<file path="src/rtl/dp_pkg.sv">
// dp_pkg: shared definitions for the multi-cycle control unit.
//   - state_e       : control FSM states
//   - inst_class_e  : instruction classes produced by the decoder
//   - opcode / funct3 / funct7 constants for the supported subset
//   - ALU_op codes, imm_sel codes and status flag bit indices
package dp_pkg;

    typedef enum logic [2:0] {
        ST_FETCH  = 3'd0,
        ST_DECODE = 3'd1,
        ST_EXEC   = 3'd2,
        ST_MEM    = 3'd3,
        ST_WBK    = 3'd4,
        ST_BRANCH = 3'd5,
        ST_HALT   = 3'd6
    } state_e;

    typedef enum logic [2:0] {
        CLS_R   = 3'd0,
        CLS_I   = 3'd1,
        CLS_LW  = 3'd2,
        CLS_SW  = 3'd3,
        CLS_BR  = 3'd4,
        CLS_ILL = 3'd5
    } inst_class_e;

    localparam logic [6:0] OP_R  = 7'b0110011;
    localparam logic [6:0] OP_I  = 7'b0010011;
    localparam logic [6:0] OP_LW = 7'b0000011;
    localparam logic [6:0] OP_SW = 7'b0100011;
    localparam logic [6:0] OP_BR = 7'b1100011;

    localparam logic [2:0] F3_ADD = 3'b000;
    localparam logic [2:0] F3_XOR = 3'b100;
    localparam logic [2:0] F3_OR  = 3'b110;
    localparam logic [2:0] F3_AND = 3'b111;
    localparam logic [2:0] F3_W   = 3'b010;
    localparam logic [2:0] F3_BEQ = 3'b000;
    localparam logic [2:0] F3_BNE = 3'b001;

    localparam logic [6:0] F7_BASE = 7'b0000000;
    localparam logic [6:0] F7_ALT  = 7'b0100000;

    localparam logic [3:0] ALU_ADD = 4'b0011;
    localparam logic [3:0] ALU_SUB = 4'b0101;
    localparam logic [3:0] ALU_AND = 4'b1000;
    localparam logic [3:0] ALU_OR  = 4'b1010;
    localparam logic [3:0] ALU_XOR = 4'b1100;

    localparam logic [1:0] IMM_I = 2'b00;
    localparam logic [1:0] IMM_S = 2'b01;
    localparam logic [1:0] IMM_B = 2'b10;

    localparam int FLAG_Z = 0;
    localparam int FLAG_N = 1;
    localparam int FLAG_C = 2;
    localparam int FLAG_V = 3;

    // Shared funct3 -> ALU function map used by both R-type and I-ALU.
    function automatic logic f3_is_alu(input logic [2:0] f3);
        return (f3 == F3_ADD) || (f3 == F3_XOR) || (f3 == F3_OR) || (f3 == F3_AND);
    endfunction

    function automatic logic [3:0] f3_alu_op(input logic [2:0] f3);
        case (f3)
            F3_XOR:  return ALU_XOR;
            F3_OR:   return ALU_OR;
            F3_AND:  return ALU_AND;
            default: return ALU_ADD;
        endcase
    endfunction

endpackage

</file>
<file path="src/rtl/dp_decode.sv">
// dp_decode: combinational instruction classifier.
//   inst    in  32  latched instruction word
//   cls     out     instruction class (CLS_ILL for unsupported encodings)
//   alu_op  out  4  ALU function for EXEC/WBK (XOR for branches)
//   imm_sel out  2  immediate format
//   legal   out  1  encoding is supported
module dp_decode
    import dp_pkg::*;
(
    input  logic [31:0] inst,
    output inst_class_e cls,
    output logic [3:0]  alu_op,
    output logic [1:0]  imm_sel,
    output logic        legal
);

    logic [6:0] opcode;
    logic [2:0] f3;
    logic [6:0] f7;
    logic       unused_fields;

    assign opcode = inst[6:0];
    assign f3     = inst[14:12];
    assign f7     = inst[31:25];
    // Register and immediate fields are routed by the datapath, not here.
    assign unused_fields = ^{inst[24:15], inst[11:7]};

    always_comb begin
        cls     = CLS_ILL;
        alu_op  = ALU_ADD;
        imm_sel = IMM_I;
        case (opcode)
            OP_R: begin
                if (f7 == F7_BASE && f3_is_alu(f3)) begin
                    cls    = CLS_R;
                    alu_op = f3_alu_op(f3);
                end else if (f7 == F7_ALT && f3 == F3_ADD) begin
                    cls    = CLS_R;
                    alu_op = ALU_SUB;
                end
            end
            OP_I: begin
                // funct7 is part of the immediate here, so it is not checked.
                if (f3_is_alu(f3)) begin
                    cls    = CLS_I;
                    alu_op = f3_alu_op(f3);
                end
            end
            OP_LW: begin
                if (f3 == F3_W) cls = CLS_LW;
            end
            OP_SW: begin
                if (f3 == F3_W) begin
                    cls     = CLS_SW;
                    imm_sel = IMM_S;
                end
            end
            OP_BR: begin
                if (f3 == F3_BEQ || f3 == F3_BNE) begin
                    cls     = CLS_BR;
                    alu_op  = ALU_XOR;
                    imm_sel = IMM_B;
                end
            end
            default: ;
        endcase
    end

    assign legal = (cls != CLS_ILL);

endmodule

</file>
<file path="src/rtl/dp_control.sv">
// dp_control: multi-cycle Moore control unit for the RV32 subset datapath.
// Ports:
//   clock, reset (sync, active-high)
//   inst_in[31:0]    instruction word, latched in FETCH
//   status_flag[3:0] ALU flags {V,C,N,Z}; only Z is used (BRANCH)
//   RW, ALU_op, C0, alu_m, MRW, WB, PCsrc, imm_sel, pc_we  datapath controls
//   retire           one-cycle pulse in the cycle an instruction completes
//   illegal          sticky unsupported-encoding flag
//   dbg_state        current FSM state for observation
module dp_control
    import dp_pkg::*;
(
    input  logic        clock,
    input  logic        reset,
    input  logic [31:0] inst_in,
    input  logic [3:0]  status_flag,
    output logic        RW,
    output logic [3:0]  ALU_op,
    output logic        C0,
    output logic        alu_m,
    output logic        MRW,
    output logic        WB,
    output logic        PCsrc,
    output logic [1:0]  imm_sel,
    output logic        pc_we,
    output logic        retire,
    output logic        illegal,
    output logic [2:0]  dbg_state
);

    state_e      state_q, state_d;
    logic [31:0] ir_q, ir_d;
    logic        illegal_q, illegal_d;

    inst_class_e dec_cls;
    logic [3:0]  dec_alu_op;
    logic [1:0]  dec_imm_sel;
    logic        dec_legal;
    logic        unused_flags;

    assign unused_flags = ^status_flag[3:1];

    dp_decode u_decode (
        .inst    (ir_q),
        .cls     (dec_cls),
        .alu_op  (dec_alu_op),
        .imm_sel (dec_imm_sel),
        .legal   (dec_legal)
    );

    // State register
    always_ff @(posedge clock) begin
        if (reset) begin
            state_q   <= ST_FETCH;
            ir_q      <= '0;
            illegal_q <= 1'b0;
        end else begin
            state_q   <= state_d;
            ir_q      <= ir_d;
            illegal_q <= illegal_d;
        end
    end

    // Next-state logic
    always_comb begin
        state_d   = state_q;
        ir_d      = ir_q;
        illegal_d = illegal_q;
        case (state_q)
            ST_FETCH: begin
                ir_d    = inst_in;
                state_d = ST_DECODE;
            end
            ST_DECODE: begin
                if (!dec_legal) begin
                    state_d   = ST_HALT;
                    illegal_d = 1'b1;
                end else if (dec_cls == CLS_BR) begin
                    state_d = ST_BRANCH;
                end else begin
                    state_d = ST_EXEC;
                end
            end
            ST_EXEC:   state_d = (dec_cls == CLS_LW || dec_cls == CLS_SW) ? ST_MEM : ST_WBK;
            ST_MEM:    state_d = (dec_cls == CLS_LW) ? ST_WBK : ST_FETCH;
            ST_WBK:    state_d = ST_FETCH;
            ST_BRANCH: state_d = ST_FETCH;
            ST_HALT:   state_d = ST_HALT;
            default:   state_d = ST_FETCH;
        endcase
    end

    // Output decode. ALU controls stay valid from EXEC through MEM/WBK so the
    // address or result is stable while memory and the register file use it.
    always_comb begin
        RW      = 1'b0;
        ALU_op  = ALU_ADD;
        C0      = 1'b0;
        alu_m   = 1'b0;
        MRW     = 1'b1;
        WB      = 1'b0;
        PCsrc   = 1'b0;
        imm_sel = IMM_I;
        pc_we   = 1'b0;
        retire  = 1'b0;
        case (state_q)
            ST_EXEC, ST_MEM, ST_WBK: begin
                ALU_op  = dec_alu_op;
                imm_sel = dec_imm_sel;
                alu_m   = (dec_cls == CLS_R);
                C0      = (state_q != ST_MEM) && (dec_alu_op == ALU_SUB);
                if (state_q == ST_MEM) begin
                    MRW = (dec_cls == CLS_LW);
                    if (dec_cls == CLS_SW) begin
                        pc_we  = 1'b1;
                        retire = 1'b1;
                    end
                end
                if (state_q == ST_WBK) begin
                    RW     = 1'b1;
                    WB     = (dec_cls == CLS_LW);
                    pc_we  = 1'b1;
                    retire = 1'b1;
                end
            end
            ST_BRANCH: begin
                alu_m   = 1'b1;
                ALU_op  = ALU_XOR;
                imm_sel = IMM_B;
                // funct3[0] distinguishes bne from beq.
                PCsrc   = ir_q[12] ? ~status_flag[FLAG_Z] : status_flag[FLAG_Z];
                pc_we   = 1'b1;
                retire  = 1'b1;
            end
            default: ;
        endcase
        // Reset suppresses every state-changing strobe immediately, so an
        // instruction aborted by reset never commits a partial write.
        if (reset) begin
            RW     = 1'b0;
            MRW    = 1'b1;
            pc_we  = 1'b0;
            retire = 1'b0;
        end
    end

    assign illegal   = illegal_q;
    assign dbg_state = state_q;

endmodule

</file>
<file path="config.mk">
export PLATFORM = sky130hd
export DESIGN_NAME = dp_control
export DESIGN_NICKNAME = d
export VERILOG_FILES = /design/src/rtl/dp_pkg.sv /design/src/rtl/dp_decode.sv /design/src/rtl/dp_control.sv
export SDC_FILE = /design/constraint.sdc
export NUM_CORES = 1
export LEC_CHECK = 0
export BUFFER_PORTS_ARGS = -buffer_cell sky130_fd_sc_hd__buf_2
export CAP_MARGIN = 20
export CORE_MARGIN = 5
export CORE_UTILIZATION = 40
export CTS_CLUSTER_SIZE = 12
export DETAILED_ROUTE_END_ITERATION = 10
export GPL_TIMING_DRIVEN = 0
export PLACE_DENSITY_LB_ADDON = 0.12
export SYNTH_ARGS = -nofsm -noshare
export SYNTH_HDL_FRONTEND = slang
export SYNTH_SLANG_ARGS = --single-unit
</file>
<file path="constraint.sdc">
create_clock -name clock -period 5.2 [get_ports clock]
set_clock_uncertainty 0.15 [all_clocks]
set_input_delay 0.52 -clock clock [delete_from_list [all_inputs] [get_ports clock]]
set_output_delay 0.52 -clock clock [all_outputs]
set_load 0.01 [all_outputs]
</file>
; ---- Word level (Yosys, flattened, before mapping)
; Index checks and enable logic that the tools add are counted.
[totals]
reg_bits = 36
out_inout_bits = 18
wordCells = 82
inputBits = 38
[classes]
eq_ne = 23
bitwise_logic = 2
n_reduce_logical = 14
n_mux = 40
[ops]
columns = operator, count
row1 = 3-bit two-way mux, 10
row2 = 3-bit one-hot mux with 5 select lines, 2
row3 = 4-bit one-hot mux with 3 select lines, 2
row4 = 3-bit equality test (second input constant), 7
row5 = 7-bit by 6-bit equality test with 1-bit output (second input constant), 3
row6 = 1-bit two-way mux, 17
row7 = 3-bit by 2-bit equality test with 1-bit output (second input constant), 5
row8 = 4-bit two-way mux, 3
row9 = 3-bit zero test, 3
row10 = 2-bit one-hot mux with 2 select lines, 2
row11 = 4-bit one-hot mux with 2 select lines, 1
row12 = 7-bit by 2-bit equality test with 1-bit output (second input constant), 1
row13 = 7-bit by 5-bit equality test with 1-bit output (second input constant), 1
row14 = 7-bit equality test (second input constant), 1
row15 = 7-bit zero test, 1
row16 = 3-bit by 1-bit equality test with 1-bit output (second input constant), 2
row17 = 1-bit logical OR, 5
row18 = 4-bit by 3-bit equality test with 1-bit output (second input constant), 1
row19 = 1-bit one-hot mux with 2 select lines, 2
row20 = 1-bit logical AND, 3
row21 = 3-bit by 2-bit inequality test with 1-bit output (second input constant), 1
row22 = 3-bit inequality test (second input constant), 1
row23 = 3-bit OR reduction, 1
row24 = 2-bit two-way mux, 1
row25 = other kinds (2), 3

; ---- Logic depth before layout (Yosys ltp)
[depth]
ltp_word = 13
mapped_depth = 7
ltp_nobuf = 5

; ---- Hierarchy
; A second synthesis with hierarchy kept.
[hier_totals]
hier_cells = 257
hier_area_um2 = 1884.3
[modules_own_cells]
columns = module, area_per_inst_um2, cells_each, n_inst, seq_area_each_um2
row1 = dp_control, 1539.0, 205, 1, 720.7
row2 = dp_decode, 345.3, 52, 1, 0.0

; ---- Worst setup path before layout
; OpenSTA, ideal clock, no wires.
[synth_timing]
path_kind = reg2out
start = register ir_q[12]
end = output retire
setup_slack_ns = 2.763
arrival_ns = 1.767
stages_incl_launch_ff = 8
path_buffers = 2
required_ns = 4.530
cell_sequence = dfxtp_1 > buf_6 > or2b_1 > a41oi_1 > nand2_1 > a211o_1 > a21oi_1 > buf_4
[synth_between]
elab_chain_len = 13
elab_cells_between_ends = 25
cone_classes = eq/ne (6) / mux (12) / reduce/logical (7)
[synth_rtl]
columns = item, line_no
row1 = from (decl), dp_control.sv:32  ; logic [31:0] ir_q, ir_d;
row2 = from (signal assigned), dp_control.sv:59  ; ir_q <= ir_d;
row3 = 3-bit equality test or 3-bit zero test (tied branches), "dp_pkg.sv:61, dp_decode.sv:37, dp_decode.sv:59"
row4 = 1-bit logical OR (3 in series), dp_pkg.sv:61  ; return (f3 == F3_ADD) || (f3 == F3_XOR) || (f3 == F3_OR) || (f3 == F3_AND);
row5 = 1-bit logical AND, dp_decode.sv:34  ; if (f7 == F7_BASE && f3_is_alu(f3)) begin
row6 = 3-bit two-way mux, dp_decode.sv:34
row7 = 3-bit one-hot mux with 5 select lines (*), dp_decode.sv:32  ; case (opcode)
row8 = 3-bit by 2-bit equality test with 1-bit output (*), dp_control.sv:114  ; if (dec_cls == CLS_SW) begin
row9 = 1-bit two-way mux (*) (3 in series), --
row10 = 1-bit one-hot mux with 2 select lines (*), --
row11 = 1-bit two-way mux (*), --
row12 = to (decl), dp_control.sv:26  ; output logic retire,
; Every way passes the cells marked *; elsewhere a longest branch is shown, timed or not.

; ---- Worst setup path after layout
[layout_timing]
start = register ir_q[12]
end = output retire
[layout_between]
elab_chain_len = 13
elab_cells_between_ends = 25
cone_classes = eq/ne (6) / mux (12) / reduce/logical (7)
[layout_rtl]
columns = item, line_no
row1 = 3-bit equality test or 3-bit zero test (tied branches), "dp_pkg.sv:61, dp_decode.sv:37, dp_decode.sv:59"
row2 = 1-bit logical OR (3 in series), dp_pkg.sv:61
row3 = 1-bit logical AND, dp_decode.sv:34
row4 = 3-bit two-way mux, dp_decode.sv:34
row5 = 3-bit one-hot mux with 5 select lines (*), dp_decode.sv:32
row6 = 3-bit by 2-bit equality test with 1-bit output (*), dp_control.sv:114
row7 = 1-bit two-way mux (*), dp_control.sv:114
row8 = 1-bit two-way mux (*), dp_control.sv:112  ; if (state_q == ST_MEM) begin
row9 = 1-bit two-way mux (*), dp_control.sv:119  ; if (state_q == ST_WBK) begin
row10 = 1-bit one-hot mux with 2 select lines (*), dp_control.sv:106  ; case (state_q)
row11 = 1-bit two-way mux (*), dp_control.sv:139  ; if (reset) begin
; Marks and branches as above.

==> results.py <==
metrics = {
    "routing": {
        "drc": 0,
        "viasPerCell": 5.19,
        "via_count": 1426,
        "drt_iter0_drc": 70,
        "ant_nets": 0,
        "wl_um": 3440,
        "firstDrtPassIters": 4,
        "routedWlPerCell_um": 12.5,
    },
    "sta": {
        "rsz0062_at_grt": "no",
        "tightest_slew_ns": 0.785,
        "relSlewSlack_pct": 47.3,
        "fin_crit_sh_pct": 57.5,
        "max_freq_mhz": 334,
        "hold_violations": 0,
        "finalMaxSlewViolations": 0,
        "whs_ns": 0.294,
        "setup-violations-final": 0,
        "tns_ns": 0,
        "fin_crit_ns": 2.99,
    },
    "logic_synthesis": {
        "async_reset_ff_share_pct": 0,
        "synthTopCellsByCount": "nand2_1 (46), a21oi_1 (27), dfxtp_1 (21)",
        "synthMuxAreaShare_pct": 1.45,
        "synth.largest_area_cell": "dfxtp_1",
        "netlist_instances": 188,
        "yosys.area.top_type_share_pct": 30.5,
        "synthFlopType": "dfxtp_1",
        "yosysWarnings": 0,
        "synth_fp_nets": 226,
        "synth_most_common_cell": "nand2_1",
        "synth_compound_area_share_pct": 22.1,
        "synthesis.area_mm2": 0.00138,
        "ys_seq_area_share_pct": 30.5,
        "synth_top_family_by_area": "simple AND/OR/NAND/NOR gates",
        "synth-edff-count": 0,
        "synth_seq_cells": 21,
        "yosys.area_share.simple_pct": 34.9,
        "synth.area.top_cells": "dfxtp_1 (30%), nand2_1 (13%), a21oi_1 (9.8%)",
        "yosys.area_share.xor_xnor_pct": 1.91,
        "synthAdderAreaFrac_pct": 0,
        "avgSynthCellArea_um2": 7.33,
        "synth_cell_types": 44,
    },
    "cells_and_area": {
        "fin_area_mm2": 0.00165,
        "diodes": 0,
        "areaGrowthSynthToFinish_pct": 19.5,
        "fill_cells": 377,
        "drive_gt1_share_pct": 24.5,
        "final_net_count": 268,
    },
    "global_routing": {
        "grt_usage_pct": 16.2,
        "grt_pass1_vias": 1321,
        "grt_max_degree": 12,
        "antenna_found_initial": 0,
        "grt_pass1_wl_um": 5880,
        "grt_overflow": 0,
    },
    "critical_path": {
        "worst_path_max_delay_cell": "nor4b_1",
        "worstPathMaxFanout": 10,
        "end_kind": "output port",
        "cp_num_buf_inv": 3,
        "crit_path_cell_trace": "buf_6, nor4b_1, nand2_1, a211o_1, a21oi_1, buf_4, buf_2",
        "critPathArrivalTime_ns": 2.32,
        "required_ns": 4.53,
        "critPathLaunchType": "flop",
        "critPathKind": "flop to output port",
        "cp_slowest_stage_delay_ns": 0.62,
        "crit_family": "simple AND/OR/NAND/NOR gates",
    },
    "place": {
        "portBuffers": 37,
        "gp_congestion": 0.840,
        "dp_hpwl_um": 2660,
        "placed_area_mm2": 0.00162,
    },
    "clocking": {
        "clk_pin_slew_ns": 0.11,
        "clkLatencyLatePin_ns": 0.30,
        "cts_inserted_buffers": 3,
        "post-cts-setup-buffer-count": 0,
        "tritoncts": "built",
        "cts_root_buffer": "clkbuf_4",
        "cts_sinks": 21,
        "htreeDepth": 1,
        "cts_resized": 0,
        "ctsHoldBuffers": 0,
        "cts_buffer_depth": 2,
    },
    "status": {
        "status": "finished, final reports clean",
    },
    "floorplan": {
        "die_h_um": 68.7,
        "start_util_pct": 41.3,
        "dieArea_mm2": 0.00472,
        "ioPinCount": 56,
        "fp.coreArea_mm2": 0.00334,
        "rows": 21,
        "dieWidth_um": 68.7,
    },
    "power_and_ir_drop": {
        "p_leak_nw": 0.677,
        "finalPower_w": 0.000813,
        "vdd_drop_max_mv": 0.254,
        "power_density_mw_per_mm2": 493,
    },
    "flow_run": {
        "drv_cap": 0,
    },
    "worst_hold_path": {
        "hold_path.class": "primary input to flop",
    },
}
cells in the final DEF (no fill, tap or decap), types with 2 or more instances in the layout:
cell type	synthesis	layout
buf_6	7	7
nor2_1	13	13
nor4b_1	4	4
nor4_1	5	5
o21ai_0	4	4
clkbuf_4	0	3
buf_2	1	38
nand2_1	46	46
mux2i_1	2	2
a21o_1	2	2
inv_1	2	2
a211o_1	2	2
o41ai_1	2	2
buf_4	2	2
dfxtp_1	21	21
nand2b_1	6	6
a21oi_1	27	27
nand3_1	2	2
nor3_1	5	5
nor2b_1	3	3
xnor2_1	2	2
clkbuf_1	5	6
nand4_1	2	2
nor3b_1	2	2
per-stage QoR:
step / utilization (%) / worst slack, ns / cells
floorplan: - / 2.76 / 188
global placement: 48.6 / 2.54 / 271
global route: 49.4 / 2.03 / 275
CTS: 49.4 / 2.22 / 275
finish: 49.4 / 2.21 / 275
detailed placement: 48.6 / 2.56 / 271
logic make-up after synthesis:
| kind of cell | after synthesis |
|---|---|
| AOI/OAI and AO/OA | 49 |
| muxes | 2 |
| and+or+nand+nor | 96 |
| xor gates and xnor gates | 3 |
| buffers and inverters | 17 |
| DFF | 21 |
layout make-up:
cell class,count,area [um2],share of cell area [%]
Inverter,2,7.51,0.456
Buffer,15,118,7.14
Sequential cell,21,420,25.5
Multi-Input combinational cell,150,833,50.6
Tap cell,46,57.6,3.49
Timing Repair Buffer,37,185,11.2
Clock buffer,4,26.3,1.59
path summary, 6_finish.rpt:
kind	from	end	slack (ns)	cells after the start
max	ir_q[12]	retire	2.21	7
min	inst_in[0]	ir_q[0]	0.29	3
max reg2reg	ir_q[12]	illegal	3.04	6
min reg2reg	ir_q[29]	ir_q[29]	0.31	2
state kept, by name (all words and copies together) (netlist names):
register and flops:
ir_q 17, illegal 1, dbg_state 3
worst min-delay path: stages:
cell,delay [ns]
buf_2,0.09
nand2_1,0.04
a21oi_1,0.05
report_power, final:
| part | total [W] | internal, W | switching [W] | leakage, nW |
|---|---|---|---|---|
| Clock | 0.0000764 | 0.0000298 | 0.0000466 | 0.0150 |
| Sequential | 0.000257 | 0.000217 | 0.0000398 | 0.174 |
| Combinational | 0.000480 | 0.000193 | 0.000287 | 0.489 |
metal layers:
metal  track usage (%)  wire length, um  up-vias
met2              25.6             1550       29
met5                 0                0        -
met3              2.59              165        4
met1              22.2             1700      643
met4              5.35               37        0
li1                  -                -      750
No activity file was read; power rests on OpenSTA's default activity.
